[src/rtl/multi_reg_sequencer.sv]
// -----------------------------------------------------------------------------
// multi_reg_sequencer
//
// Sequences multi-register transfers (LDM/STM/PUSH/POP) between the register
// file and the data-memory port. The latched register list is walked from the
// lowest set bit to the highest, one register per memory beat. Stores read
// each register through RA/RDATA; loads write through port 1 (WEN1/WA1/DI1).
// A load of R15 is steered to the PC instead of port 1. At the end, the
// optional base writeback uses port 2 (WEN2/WA2/DI2).
//
// Ports
//   CLK, nRST           clock, asynchronous active-low reset
//   START               one-cycle request, accepted only while BUSY=0
//   LOAD/DECR/WBACK     direction, descending mode, base writeback enable
//   RLIST/BASE/BASE_REG register list, base address, base register index
//   BUSY/DONE           busy flag, one-cycle completion pulse
//   MREQ/MWRITE/MADDR   memory request, write flag, word address
//   MWDATA/MRDATA       store data (= RDATA), load data
//   MREADY              beat complete this cycle
//   RA/RDATA            regfile read port
//   WEN1/WA1/DI1        regfile write port 1 (load data)
//   WEN2/WA2/DI2        regfile write port 2 (base writeback)
//   PC_WEN/PC_DATA      PC load for a load of R15
// -----------------------------------------------------------------------------
module multi_reg_sequencer (
   input  logic        CLK,
   input  logic        nRST,
   input  logic        START,
   input  logic        LOAD,
   input  logic        DECR,
   input  logic        WBACK,
   input  logic [15:0] RLIST,
   input  logic [31:0] BASE,
   input  logic [3:0]  BASE_REG,
   output logic        BUSY,
   output logic        DONE,
   output logic        MREQ,
   output logic        MWRITE,
   output logic [31:0] MADDR,
   output logic [31:0] MWDATA,
   input  logic [31:0] MRDATA,
   input  logic        MREADY,
   output logic [3:0]  RA,
   input  logic [31:0] RDATA,
   output logic        WEN1,
   output logic [3:0]  WA1,
   output logic [31:0] DI1,
   output logic        WEN2,
   output logic [3:0]  WA2,
   output logic [31:0] DI2,
   output logic        PC_WEN,
   output logic [31:0] PC_DATA
);

   typedef enum logic [1:0] {
      S_IDLE = 2'd0,
      S_XFER = 2'd1,
      S_FIN  = 2'd2
   } state_t;

   state_t      r_state;
   logic        r_load;
   logic        r_wback;
   logic        r_base_in_list;
   logic [3:0]  r_base_reg;
   logic [15:0] r_list;
   logic [31:0] r_final;
   logic [31:0] r_addr;
   logic        r_mreq;
   logic        r_mwrite;
   logic [3:0]  r_ra;
   logic        r_done;
   logic        r_wen2;
   logic [3:0]  r_wa2;
   logic [31:0] r_di2;

   logic [15:0] w_list_in;
   logic [4:0]  w_cnt;
   logic [31:0] w_four_cnt;
   logic [31:0] w_base_dn;
   logic [31:0] w_start_addr;
   logic [31:0] w_final;
   logic [15:0] w_list_next;
   logic        w_beat;
   logic        w_wen1;
   logic        w_pc_wen;

   function automatic logic [4:0] f_popcount(input logic [15:0] l);
      logic [4:0] c;
      c = '0;
      for (int i = 0; i < 16; i++) c = c + {4'b0000, l[i]};
      return c;
   endfunction

   // Scanning from the top lets the last hit be the lowest set bit.
   function automatic logic [3:0] f_lowest(input logic [15:0] l);
      logic [3:0] idx;
      idx = '0;
      for (int i = 15; i >= 0; i--) if (l[i]) idx = 4'(i);
      return idx;
   endfunction

   // A store never transfers R15.
   assign w_list_in    = LOAD ? RLIST : {1'b0, RLIST[14:0]};
   assign w_cnt        = f_popcount(w_list_in);
   assign w_four_cnt   = {25'd0, w_cnt, 2'b00};
   assign w_base_dn    = BASE - w_four_cnt;
   assign w_start_addr = (DECR ? w_base_dn : BASE) & 32'hFFFF_FFFC;
   assign w_final      = (DECR ? w_base_dn : BASE + w_four_cnt) & 32'hFFFF_FFFC;

   assign w_list_next  = r_list & ~(16'h0001 << r_ra);
   assign w_beat       = (r_state == S_XFER) && MREADY;
   assign w_wen1       = w_beat && r_load && (r_ra != 4'hF);
   assign w_pc_wen     = w_beat && r_load && (r_ra == 4'hF);

   assign BUSY    = (r_state != S_IDLE);
   assign DONE    = r_done;
   assign MREQ    = r_mreq;
   assign MWRITE  = r_mwrite;
   assign MADDR   = r_addr;
   assign RA      = r_ra;
   assign MWDATA  = RDATA;
   // Load-side outputs are gated so they read zero whenever no write is made.
   assign WEN1    = w_wen1;
   assign WA1     = w_wen1 ? r_ra : 4'h0;
   assign DI1     = w_wen1 ? MRDATA : 32'h0;
   assign PC_WEN  = w_pc_wen;
   assign PC_DATA = w_pc_wen ? MRDATA : 32'h0;
   assign WEN2    = r_wen2;
   assign WA2     = r_wa2;
   assign DI2     = r_di2;

   always_ff @(posedge CLK or negedge nRST) begin
      if (!nRST) begin
         r_state        <= S_IDLE;
         r_load         <= 1'b0;
         r_wback        <= 1'b0;
         r_base_in_list <= 1'b0;
         r_base_reg     <= 4'h0;
         r_list         <= 16'h0;
         r_final        <= 32'h0;
         r_addr         <= 32'h0;
         r_mreq         <= 1'b0;
         r_mwrite       <= 1'b0;
         r_ra           <= 4'h0;
         r_done         <= 1'b0;
         r_wen2         <= 1'b0;
         r_wa2          <= 4'h0;
         r_di2          <= 32'h0;
      end else begin
         case (r_state)
            S_IDLE: begin
               r_done <= 1'b0;
               r_wen2 <= 1'b0;
               if (START) begin
                  r_load         <= LOAD;
                  r_wback        <= WBACK;
                  r_base_reg     <= BASE_REG;
                  r_base_in_list <= w_list_in[BASE_REG];
                  r_final        <= w_final;
                  r_list         <= w_list_in;
                  r_addr         <= w_start_addr;
                  if (w_list_in != 16'h0) begin
                     r_state  <= S_XFER;
                     r_mreq   <= 1'b1;
                     r_mwrite <= ~LOAD;
                     r_ra     <= f_lowest(w_list_in);
                  end else begin
                     // Empty list: completion pulse only, never a writeback.
                     r_state <= S_FIN;
                     r_done  <= 1'b1;
                  end
               end
            end

            S_XFER: begin
               // Request, address, direction and RA hold until MREADY.
               if (MREADY) begin
                  r_list <= w_list_next;
                  r_addr <= r_addr + 32'd4;
                  if (w_list_next == 16'h0) begin
                     r_state  <= S_FIN;
                     r_mreq   <= 1'b0;
                     r_mwrite <= 1'b0;
                     r_done   <= 1'b1;
                     // A loaded base register keeps its loaded value.
                     r_wen2   <= r_wback && !(r_load && r_base_in_list);
                     r_wa2    <= r_base_reg;
                     r_di2    <= r_final;
                  end else begin
                     r_ra <= f_lowest(w_list_next);
                  end
               end
            end

            S_FIN: begin
               r_state <= S_IDLE;
               r_done  <= 1'b0;
               r_wen2  <= 1'b0;
            end

            default: begin
               r_state <= S_IDLE;
               r_mreq  <= 1'b0;
               r_done  <= 1'b0;
               r_wen2  <= 1'b0;
            end
         endcase
      end
   end

endmodule

[config.mk]
export PLATFORM = sky130hd
export DESIGN_NAME = multi_reg_sequencer
export DESIGN_NICKNAME = d
export VERILOG_FILES = /design/src/rtl/multi_reg_sequencer.sv
export SDC_FILE = /design/constraint.sdc
export NUM_CORES = 1
export LEC_CHECK = 0
export ABC_AREA = 0
export CAP_MARGIN = 20
export CORE_MARGIN = 8
export CORE_UTILIZATION = 45
export CTS_CLUSTER_DIAMETER = 80
export CTS_CLUSTER_SIZE = 12
export DETAILED_ROUTE_END_ITERATION = 12
export HOLD_SLACK_MARGIN = 0.12
export PLACE_DENSITY = 0.87
export REMOVE_ABC_BUFFERS = 1
export SYNTH_ARGS = -nofsm -noshare
export SYNTH_HDL_FRONTEND = slang
export SYNTH_SLANG_ARGS = --single-unit
[constraint.sdc]
create_clock -name CLK -period 5.05 [get_ports CLK]
set_clock_uncertainty 0.2 [all_clocks]
set_input_delay 1.01 -clock CLK [delete_from_list [all_inputs] [get_ports CLK]]
set_output_delay 1.01 -clock CLK [all_outputs]
set_load 0.01 [all_outputs]
==> results.txt, run 1 <==
post-route setup slack: -770.8 ps
critical path arrival: 5960 ps
routed length per instance: 24.92 um
fin crit period: 5821 ps
maximum vdd ir drop: 0.2807 mV
WP data required: 5190 ps
H-tree levels: 4
Leak Pwr: 5.564 nW
Worst Max-Slew Pin Slew: 943.2 ps
PwrDens: 516.3 nW/um^2
met2 wire length: 17190 um
via/cell ratio: 6.444
share of cells above drive strength 1: 0.2293
I/O pin count: 302
crit share post-route: 1.153
hold slack: 283.1 ps
post-route ant nets: 0
Clk pwr share: 0.189
synth warn: 0
Max-Cap Viols: 0
sequential power share: 0.277
synthesis-to-layout area growth: 44.37%
Clock transition at path regs: 70 ps
initial drt markers: 1501
Clock Root Buffer: clkbuf_16
Die Span Y: 159.7 um
met3 WL post-DR: 5556 um
Syn Std Cell Area: 9298 um^2
Detailed Routing Iterations Pass 1: 7
cells along the critical path: buf_8, and2_4, inv_4, fa_1, fa_1, fa_2, fa_1, inv_2, ha_4, fa_2, buf_6, xor2_2, ha_1, or4_4, nand4_1, buf_6, nor3_4, o21a_1, o31ai_2
kind of critical path: in2reg
wire length on met1: 14210 um
Antenna Cells: 0
Cell Rows: 52
Top cell by count, worst path: fa_1
RSZ-0062 raised after global routing: true
Hold WC Path Type: reg2reg
r2r setup slk: 1230 ps
main flop type after synthesis: dfrtp_1
placed instance area: 11930 um^2
TritonCTS clock tree: yes
starting density of the core: 0.4595
pre-CTS setup slack: -1787 ps
Fin. Hold Viols: 0
GRT Resource Usage Total: 0.2718
Die Area: 25520 um^2
core footprint: 20230 um^2
Tot Pwr: 6.931 mW
first-pass GRT wire length: 55370 um
CP startpoint: RLIST[15]
initial antenna violation count: 4
Switch Pwr: 2.973 mW
DR top layer: met5
worst hold start: r_final[2]$_DFFE_PN0P_
die width: 159.7 um
Top delay family on crit path: adder cells
Switching Share: 0.4289
Int Power: 3.958 mW
Fillers: 1355
Clock Tree Buf Depth: 2
crit path capture type: register
status: finished with violations
clk_lat worst skew: 450 ps
EDFF count, synth: 0
Clock Sinks: 127
final net count: 1444
CP Buf/Inv Count: 5
Slew Limit Fails: 0
CTS Buf Count: 17
drt drc: 0
Async SR Flop Fraction: 1.000
fmax: 0.1718 GHz
max incr delay on CP: 530 ps
post-synthesis sequential area ratio: 0.3418
Final Setup Violations: 55
Yosys top cell by area: dfrtp_1
GPL Wtd Cong: 0.9461
Logic pwr share: 0.534
post-synthesis cell count: 1055
r2r worst-path depth: 6
Post-Route WL: 39220 um
crit path max fanout: 8
vias in the first global route: 9589
critical path's slowest cell: fa_1
vias: 10140
synth unique cells: 77
Finished Core Util: 0.6634
design area: 13420 um^2
dpl hpwl: 24610 um
Remaining Overflow, GRT: 0
Hold Crit Endpoint: r_final[2]$_DFFE_PN0P_
worst r2r src: RA[1]$_DFFE_PN0P_
syn_area_per_cell: 8.813 um^2
synth top area cells: dfrtp_1 (34%), and2_1 (5.2%), mux2_4 (4.7%)
hold path cells: 2
reg2reg end: DI2[24]$_DFFE_PN0P_
Synth Register Bits: 127
Max-Slew Margin vs Limit: 0.3550
failing checks: negative setup slack
Synth top area share: 0.3418
Critical Path Source Type: input port
pin count of the biggest net entering global routing: 69
IO buf count: 231
==> placed cells by master, fill, tap and decap left out, types with 6 or more instances in the layout <==
master	instances
xnor2_2	11
ha_1	13
o22ai_1	9
o211ai_1	7
or4_1	6
buf_6	19
o21ai_0	55
nand4_1	13
clkdlybuf4s50_1	220
buf_4	64
nand2b_1	10
o21ai_1	23
a21o_1	6
mux2_2	11
inv_1	36
inv_2	13
clkbuf_16	17
mux2_4	29
a21oi_1	46
o21a_1	9
nand2_1	109
a31o_2	6
nand3_1	18
and2_1	76
dfrtp_1	127
xnor2_1	37
nor3_2	6
nor2_1	46
mux2i_1	10
nor3_1	25
nor4_1	6
or3_1	9
buf_2	6
and3_1	6
o32ai_2	6
fa_1	6
a31oi_1	12
fa_2	6
==> worst max-delay path by stage <==
stage / endpoint / slack [ps] / depth (start not counted)
floorplan: r_final[29]$_DFFE_PN0P_ / -1120 / 17
global placement: r_final[25]$_DFFE_PN0P_ / -1660 / 18
detailed placement: r_final[27]$_DFFE_PN0P_ / -1790 / 19
CTS: r_final[25]$_DFFE_PN0P_ / -800 / 19
global route: r_final[14]$_DFFE_PN0P_ / -860 / 20
finish: r_final[23]$_DFFE_PN0P_ / -770 / 19
==> cells in the mapped netlist (all sizes together) (4+ instances only) <==
master / instances
a211oi: 4
a21o: 6
a21oi: 52
a221oi: 5
a311oi: 4
a31o: 6
a31oi: 12
and2: 78
and3: 6
and4: 4
buf: 48
clkbuf: 54
dfrtp: 127
fa: 12
ha: 18
inv: 50
mux2: 40
mux2i: 10
mux4: 5
nand2: 111
nand2b: 12
nand3: 23
nand4: 13
nor2: 55
nor2b: 6
nor3: 35
nor4: 11
o211ai: 7
o21a: 9
o21ai: 79
o22ai: 13
o31ai: 8
o32ai: 12
or2: 4
or3: 11
or4: 7
xnor2: 48
==> worst min-delay path, stage by stage (launching register included) <==
cell and delay, ps:
dfrtp_1 340, nand2_1 40, o21ai_0 60
==> logic make-up (layout without fill, tap and decap cells) <==
logic type / after synthesis / after routing / synth area share
flip-flops: 127 / 127 / 0.3418
AO/OA/AOI/OAI: 251 / 251 / 0.1741
other: 1 / 4 / 0.0004033
adder cells (fa/ha/maj): 30 / 30 / 0.05006
AND/OR/NAND/NOR: 388 / 388 / 0.2218
buffers and inverters: 152 / 398 / 0.08074
XOR/XNOR: 51 / 51 / 0.04804
multiplexers: 55 / 55 / 0.08303
==> metal layers <==
| metal | track usage | up-vias |
|---|---|---|
| li1 | - | 4181 |
| met1 | 0.3350 | 4758 |
| met2 | 0.4157 | 958 |
| met3 | 0.1087 | 238 |
| met4 | 0.1128 | 8 |
| met5 | 0.001969 | - |
==> stage by stage <==
stage	setup TNS (ps)	std cells
after floorplan	-38460	956
after global placement	-83890	1523
after detailed placement	-89570	1523
after CTS	-35910	1566
after global routing	-38280	1574
final	-33950	1574
==> repair_timing <==
item / in CTS / in global routing
gates cloned: 1 / 0
hold buffers: 0 / 0
setup buffers: 11 / 5
endpoints found under the setup margin: 58 / 57
pin swaps: 60 / 63
resized for setup: 129 / 87
==> power by group through the flow <==
stage,combinational [mW],clock [mW],sequential [mW]
6_report,3.70,1.31,1.92
5_1_grt,3.94,1.36,1.96
4_1_cts,3.24,1.29,1.87
3_5_place_dp,3.03,0,1.88
3_3_place_gp,2.94,0,1.85
2_1_floorplan,1.69,0,1.82
==> cell type report <==
cell class,count,area (um^2),area share
clock inverters,15,183.9,0.01370
multi-input cells,779,6058,0.4513
flip-flops and latches,127,3178,0.2368
repair buffers,316,3049,0.2272
clock buffers,17,425.4,0.03169
well taps,270,337.8,0.02517
inverters,50,190.2,0.01417
Note: power is estimated with default switching activity, not from simulation.
==> inputs of run 2 (changes only) <==
clock period = 5.5 ns   (was 5.05 ns; I/O delays follow)
==> run 2 against run 1 <==
Effect of this change:
- the run still ends with negative setup slack left
- die area unchanged
- first-iteration DRC count increased by 24%
- final area up 2.0%
- utilization is 1.4 points higher
- non-clock buffer count up 31
- count of clock-buffer cells in the layout increased by 2
- global-route usage grew 1.3 points
- routed wire length is 7.2% higher
- cell count rose by 2.2%
- sequential power down 8%
- critical path type unchanged
- critical endpoint unchanged
==> results.txt, run 2 (synthesis results as in run 1) <==
final net count: 1475 (was 1444)
pin count of the biggest net entering global routing: 56 (was 69)
Logic pwr share: 0.573 (was 0.534)
Die Span Y: 159.7 um (unchanged)
Clock Root Buffer: clkbuf_16 (unchanged)
Max-Slew Margin vs Limit: 0.1720 (was 0.3550)
met3 WL post-DR: 6432 um (was 5556 um)
fmax: 0.1605 GHz
Remaining Overflow, GRT: 0 (unchanged)
dpl hpwl: 24810 um (was 24610 um)
Switch Pwr: 2.871 mW (was 2.973 mW)
die width: 159.7 um (unchanged)
hold path cells: 2 (unchanged)
Clock Sinks: 127 (unchanged)
Switching Share: 0.4352 (was 0.4289)
Tot Pwr: 6.596 mW (was 6.931 mW)
Clock transition at path regs: 60 ps (was 70 ps)
crit path max fanout: 10 (was 8)
Detailed Routing Iterations Pass 1: 9 (was 7)
TritonCTS clock tree: yes (unchanged)
crit path capture type: register (unchanged)
kind of critical path: in2reg (unchanged)
initial antenna violation count: 5 (was 4)
Clk pwr share: 0.159 (was 0.189)
Critical Path Source Type: input port (unchanged)
H-tree levels: 4 (unchanged)
fin crit period: 6229 ps
design area: 13700 um^2 (was 13420 um^2)
initial drt markers: 1864 (was 1501)
hold slack: 289.5 ps (was 283.1 ps)
Layout Cells excl Fill: 1608 (was 1574)
GPL Wtd Cong: 0.9477 (was 0.9461)
Hold WC Path Type: reg2reg (unchanged)
commonest non-fill, non-tap cell in the layout: clkdlybuf4s50_1 (unchanged)
wire length on met1: 14820 um (was 14210 um)
routed length per instance: 26.13 um (was 24.92 um)
WP data required: 5630 ps (was 5190 ps)
met2 wire length: 18260 um (was 17190 um)
Worst Max-Slew Pin Slew: 1239 ps (was 943.2 ps)
Max-Cap Viols: 0 (unchanged)
post-route ant nets: 0 (unchanged)
Slew Limit Fails: 0 (unchanged)
Leak Pwr: 5.713 nW (was 5.564 nW)
starting density of the core: 0.4595 (unchanged)
r2r setup slk: 1770 ps (was 1230 ps)
Clock Tree Buf Depth: 2 (unchanged)
core footprint: 20230 um^2 (unchanged)
clk_lat worst skew: 440 ps (was 450 ps)
vias: 10460 (was 10140)
I/O pin count: 302 (unchanged)
maximum vdd ir drop: 0.3000 mV (was 0.2807 mV)
first-pass GRT wire length: 57920 um (was 55370 um)
via/cell ratio: 6.506 (was 6.444)
most frequent cells in the layout: clkdlybuf4s50_1 (220), dfrtp_1 (127), nand2_1 (109) (unchanged)
CTS Buf Count: 17 (unchanged)
Cell Rows: 52 (unchanged)
Post-Route WL: 42030 um (was 39220 um)
DR top layer: met5 (unchanged)
Fin. Hold Viols: 0 (unchanged)
r2r worst-path depth: 6 (unchanged)
GRT Resource Usage Total: 0.2850 (was 0.2718)
pre-CTS setup slack: -1448 ps (was -1787 ps)
placed cells: 1531 (was 1523)
Int Power: 3.725 mW (was 3.958 mW)
post-route setup slack: -728.8 ps (was -770.8 ps)
drt drc: 0 (unchanged)
failing checks: negative setup slack (unchanged)
share of cells above drive strength 1: 0.2487 (was 0.2293)
status: finished with violations (unchanged)
Final Setup Violations: 55 (unchanged)
vias in the first global route: 9772 (was 9589)
crit share post-route: 1.133
IO buf count: 231 (unchanged)
RSZ-0062 raised after global routing: true (unchanged)
setup_tns: -28450 ps (was -33950 ps)
critical path arrival: 6360 ps (was 5960 ps)
Die Area: 25520 um^2 (unchanged)
synthesis-to-layout area growth: 47.32% (was 44.37%)
Finished Core Util: 0.6769 (was 0.6634)
sequential power share: 0.268 (was 0.277)
PwrDens: 481.6 nW/um^2 (was 516.3 nW/um^2)
placed instance area: 11960 um^2 (was 11930 um^2)
==> run 2: changes by cell type in the layout (fill, tap and decap cells not counted), moves of 4 or more <==
cell,previous run,this run
o21ai_0,55,49
clkinvlp_4,3,8
o21ai_2,0,4
inv_2,13,8
nor3_1,25,21
inv_6,5,1
xnor2_2,11,17
buf_4,64,84
xnor2_1,37,30
buf_6,19,31
==> run 2: what timing repair did <==
| action | CTS | global route |
|---|---|---|
| setup buffers | 21 | 23 |
| resized for setup | 170 | 73 |
| hold buffers | 0 | 0 |
| endpoints found under the setup margin | 56 | 55 |
| pin swaps | 92 | 69 |
==> run 2: metal layers <==
layer	up-vias	track usage
met1	4882	0.3479
met2	1041	0.4290
met4	6	0.1184
li1	4249	-
met5	-	0.001969
met3	283	0.1288
==> run 2: area by class of cell <==
type | count | area, um^2
multi-input combinational | 779 | 6131
inverter | 50 | 197.7
tap | 270 | 337.8
clock buffer | 19 | 442.9
fill | 1313 | 6538
timing repair buffer | 347 | 3309
antenna | 3 | 7.507
sequential | 127 | 3178
clock inverter | 13 | 92.59
==> run 2: path summary, 6_finish.rpt <==
path	from	end
min in group asynchronous	nRST	r_final[15]$_DFFE_PN0P_
worst max register to register	RA[0]$_DFFE_PN0P_	DI2[22]$_DFFE_PN0P_
worst min-delay path	r_final[19]$_DFFE_PN0P_	r_final[19]$_DFFE_PN0P_
worst min register to register	r_final[19]$_DFFE_PN0P_	r_final[19]$_DFFE_PN0P_
max in group asynchronous	nRST	r_list[14]$_DFFE_PN0P_
worst max-delay path	RLIST[15]	r_final[23]$_DFFE_PN0P_
==> run 2: worst max-delay path: stages <==
cell	delay, ps
buf_8	70
and2_4	150
inv_4	40
fa_1	610
fa_1	450
fa_1	500
fa_1	530
inv_2	70
ha_4	170
fa_2	360
a21o_1	180
and2_4	180
buf_6	120
ha_4	280
nand4_1	150
nor2_1	260
a21oi_2	110
buf_6	170
buf_4	140
nor4_2	280
nor3_1	110
o31ai_1	300
==> run 2: power by group through the flow <==
stage | Clock, mW | Sequential (mW) | Combinational, mW
6_report | 1.05 | 1.77 | 3.78
3_3_place_gp | 0 | 1.70 | 2.72
4_1_cts | 1.03 | 1.71 | 3.14
5_1_grt | 1.09 | 1.80 | 3.98
2_1_floorplan | 0 | 1.67 | 1.55
3_5_place_dp | 0 | 1.72 | 2.80
==> inputs of run 3 (changes only) <==
CAP_MARGIN = not set   (was 20)
==> run 3 against run 2 <==
Effect of this change:
- the run still ends with negative setup slack left
- count of clock-buffer cells in the layout stayed put
- fmax shrank 8.7%
- setup slack got worse by 590 ps
- non-clock buffer count shrank 6
- sequential power about the same
- via count rose by 1.0%
- highest routed layer unchanged
- global-route usage stayed put
- cell count down 0.37%
- critical endpoint is now MADDR[23]$_DFFE_PN0P_
==> results.txt, run 3 (synthesis results as in run 1) <==
Max-Slew Margin vs Limit: 0.08546 (was 0.1720)
maximum vdd ir drop: 0.3251 mV (was 0.3000 mV)
vias: 10570 (was 10460)
Critical Path Source Type: input port (unchanged)
GRT Resource Usage Total: 0.2850 (unchanged)
pre-CTS setup slack: -1448 ps (unchanged)
design area: 13750 um^2 (was 13700 um^2)
worst hold start: r_final[19]$_DFFE_PN0P_ (unchanged)
CP startpoint: RLIST[15] (unchanged)
Clock Tree Buf Depth: 2 (unchanged)
final net count: 1469 (was 1475)
share of cells above drive strength 1: 0.2491 (was 0.2487)
Clock transition at path regs: 70 ps (was 60 ps)
routed length per instance: 27.49 um (was 26.13 um)
starting density of the core: 0.4595 (unchanged)
I/O pin count: 302 (unchanged)
first-pass GRT wire length: 57920 um (unchanged)
Post-Route WL: 44040 um (was 42030 um)
IO buf count: 231 (unchanged)
Slew Limit Fails: 0 (unchanged)
Worst Max-Slew Pin Slew: 1370 ps (was 1239 ps)
TritonCTS clock tree: yes (unchanged)
Hold WC Path Type: reg2reg (unchanged)
Remaining Overflow, GRT: 0 (unchanged)
Detailed Routing Iterations Pass 1: 7 (was 9)
Tot Pwr: 6.680 mW (was 6.596 mW)
worst r2r src: RA[0]$_DFFE_PN0P_ (unchanged)
Fin. Hold Viols: 0 (unchanged)
synthesis-to-layout area growth: 47.88% (was 47.32%)
fmax: 0.1466 GHz (was 0.1605 GHz)
most frequent cells in the layout: clkdlybuf4s50_1 (220), dfrtp_1 (127), nand2_1 (109) (unchanged)
PwrDens: 485.8 nW/um^2 (was 481.6 nW/um^2)
via/cell ratio: 6.598 (was 6.506)
failing checks: negative setup slack (unchanged)
Leak Pwr: 5.700 nW (was 5.713 nW)
initial antenna violation count: 5 (unchanged)
crit path capture type: register (unchanged)
fin crit period: 6822 ps (was 6229 ps)
dpl hpwl: 24810 um (unchanged)
placed instance area: 11960 um^2 (unchanged)
post-route setup slack: -1322 ps (was -728.8 ps)
H-tree levels: 4 (unchanged)
core footprint: 20230 um^2 (unchanged)
vias in the first global route: 9772 (unchanged)
setup_tns: -30070 ps (was -28450 ps)
GPL Wtd Cong: 0.9477 (unchanged)
CTS Buf Count: 17 (unchanged)
Die Span Y: 159.7 um (unchanged)
WP data required: 5550 ps (was 5630 ps)
die width: 159.7 um (unchanged)
Final Setup Violations: 56 (was 55)
RSZ-0062 raised after global routing: true (unchanged)
Cell Rows: 52 (unchanged)
Clock Root Buffer: clkbuf_16 (unchanged)
commonest non-fill, non-tap cell in the layout: clkdlybuf4s50_1 (unchanged)
clk_lat worst skew: 460 ps (was 440 ps)
critical path arrival: 6880 ps (was 6360 ps)
kind of critical path: in2reg (unchanged)
drt drc: 0 (unchanged)
crit path max fanout: 8 (was 10)
initial drt markers: 1824 (was 1864)
post-route ant nets: 0 (unchanged)
Max-Cap Viols: 0 (unchanged)
Clock Sinks: 127 (unchanged)
Die Area: 25520 um^2 (unchanged)
status: finished with violations (unchanged)
pin count of the biggest net entering global routing: 56 (unchanged)
crit share post-route: 1.240 (was 1.133)
[run 3: cell types whose count changed in the layout (fill, tap and decap cells not counted), moves of 2 or more]
cell / previous run / this run
o32ai_4: 4 / 6
nand3_2: 3 / 1
inv_4: 4 / 2
o21ai_1: 26 / 28
buf_4: 84 / 78
o21ai_0: 49 / 47
inv_2: 8 / 10
nand3_4: 2 / 4
[run 3: routing by layer]
metal  global-route usage  part of all wire  vias up
met1               0.3479              0.34     5020
met2               0.4290              0.43     1017
met4               0.1184             0.066        6
li1                     -                 -     4224
met3               0.1288              0.16      303
met5             0.001969            0.0011        -
[run 3: per-stage QoR]
stage	util	hold WS [ps]	cells
2_1_floorplan	-	241.7	956
3_3_place_gp	0.5911	261.5	1531
3_5_place_dp	0.5911	274.2	1531
4_1_cts	0.6506	292.4	1582
5_1_grt	0.6793	318.2	1600
6_report	0.6795	287.6	1602
[run 3: critical path, stage by stage]
cell and delay, ps:
buf_8 70, and2_4 160, inv_4 50, fa_1 560, fa_1 460, fa_1 540
fa_1 450, inv_2 110, ha_4 160, fa_2 260, a21o_1 150, and2_4 180
inv_2 60, ha_4 160, or3_4 390, nor4_4 280, nand4_1 250, buf_4 230
buf_12 150, nor3_4 150, xnor2_1 110, a221oi_1 820
[run 3: cell type report]
| class | instances | area [um^2] |
|---|---|---|
| fillers | 1309 | 6485 |
| multi-input cells | 779 | 6228 |
| clock inverters | 13 | 92.59 |
| clock buffers | 19 | 442.9 |
| repair buffers | 341 | 3269 |
| diodes | 3 | 7.507 |
| flip-flops and latches | 127 | 3178 |
| well taps | 270 | 337.8 |
| inverters | 50 | 192.7 |
[run 3: path summary, 6_finish.rpt]
path	cells after the start	end	slack [ps]
min in group asynchronous	1	DI2[23]$_DFFE_PN0P_	470
min reg2reg	2	r_final[19]$_DFFE_PN0P_	290
max	22	MADDR[23]$_DFFE_PN0P_	-1320
max reg2reg	6	DI2[22]$_DFFE_PN0P_	1660
min	2	r_final[19]$_DFFE_PN0P_	290
max in group asynchronous	2	DI2[12]$_DFFE_PN0P_	3580
[run 3: report_power, final]
part | internal, mW | total (mW) | switching, mW
clock network | 0.585 | 1.08 | 0.490
logic | 1.84 | 3.83 | 1.99
registers | 1.29 | 1.78 | 0.487
[run 3: what timing repair did]
action	4_1_cts	5_1_grt
buffers inserted	21	19
gates resized for setup	170	85
endpoints found under the setup margin	56	55
hold buffers	0	0
cloned	0	0
pin swaps	92	79
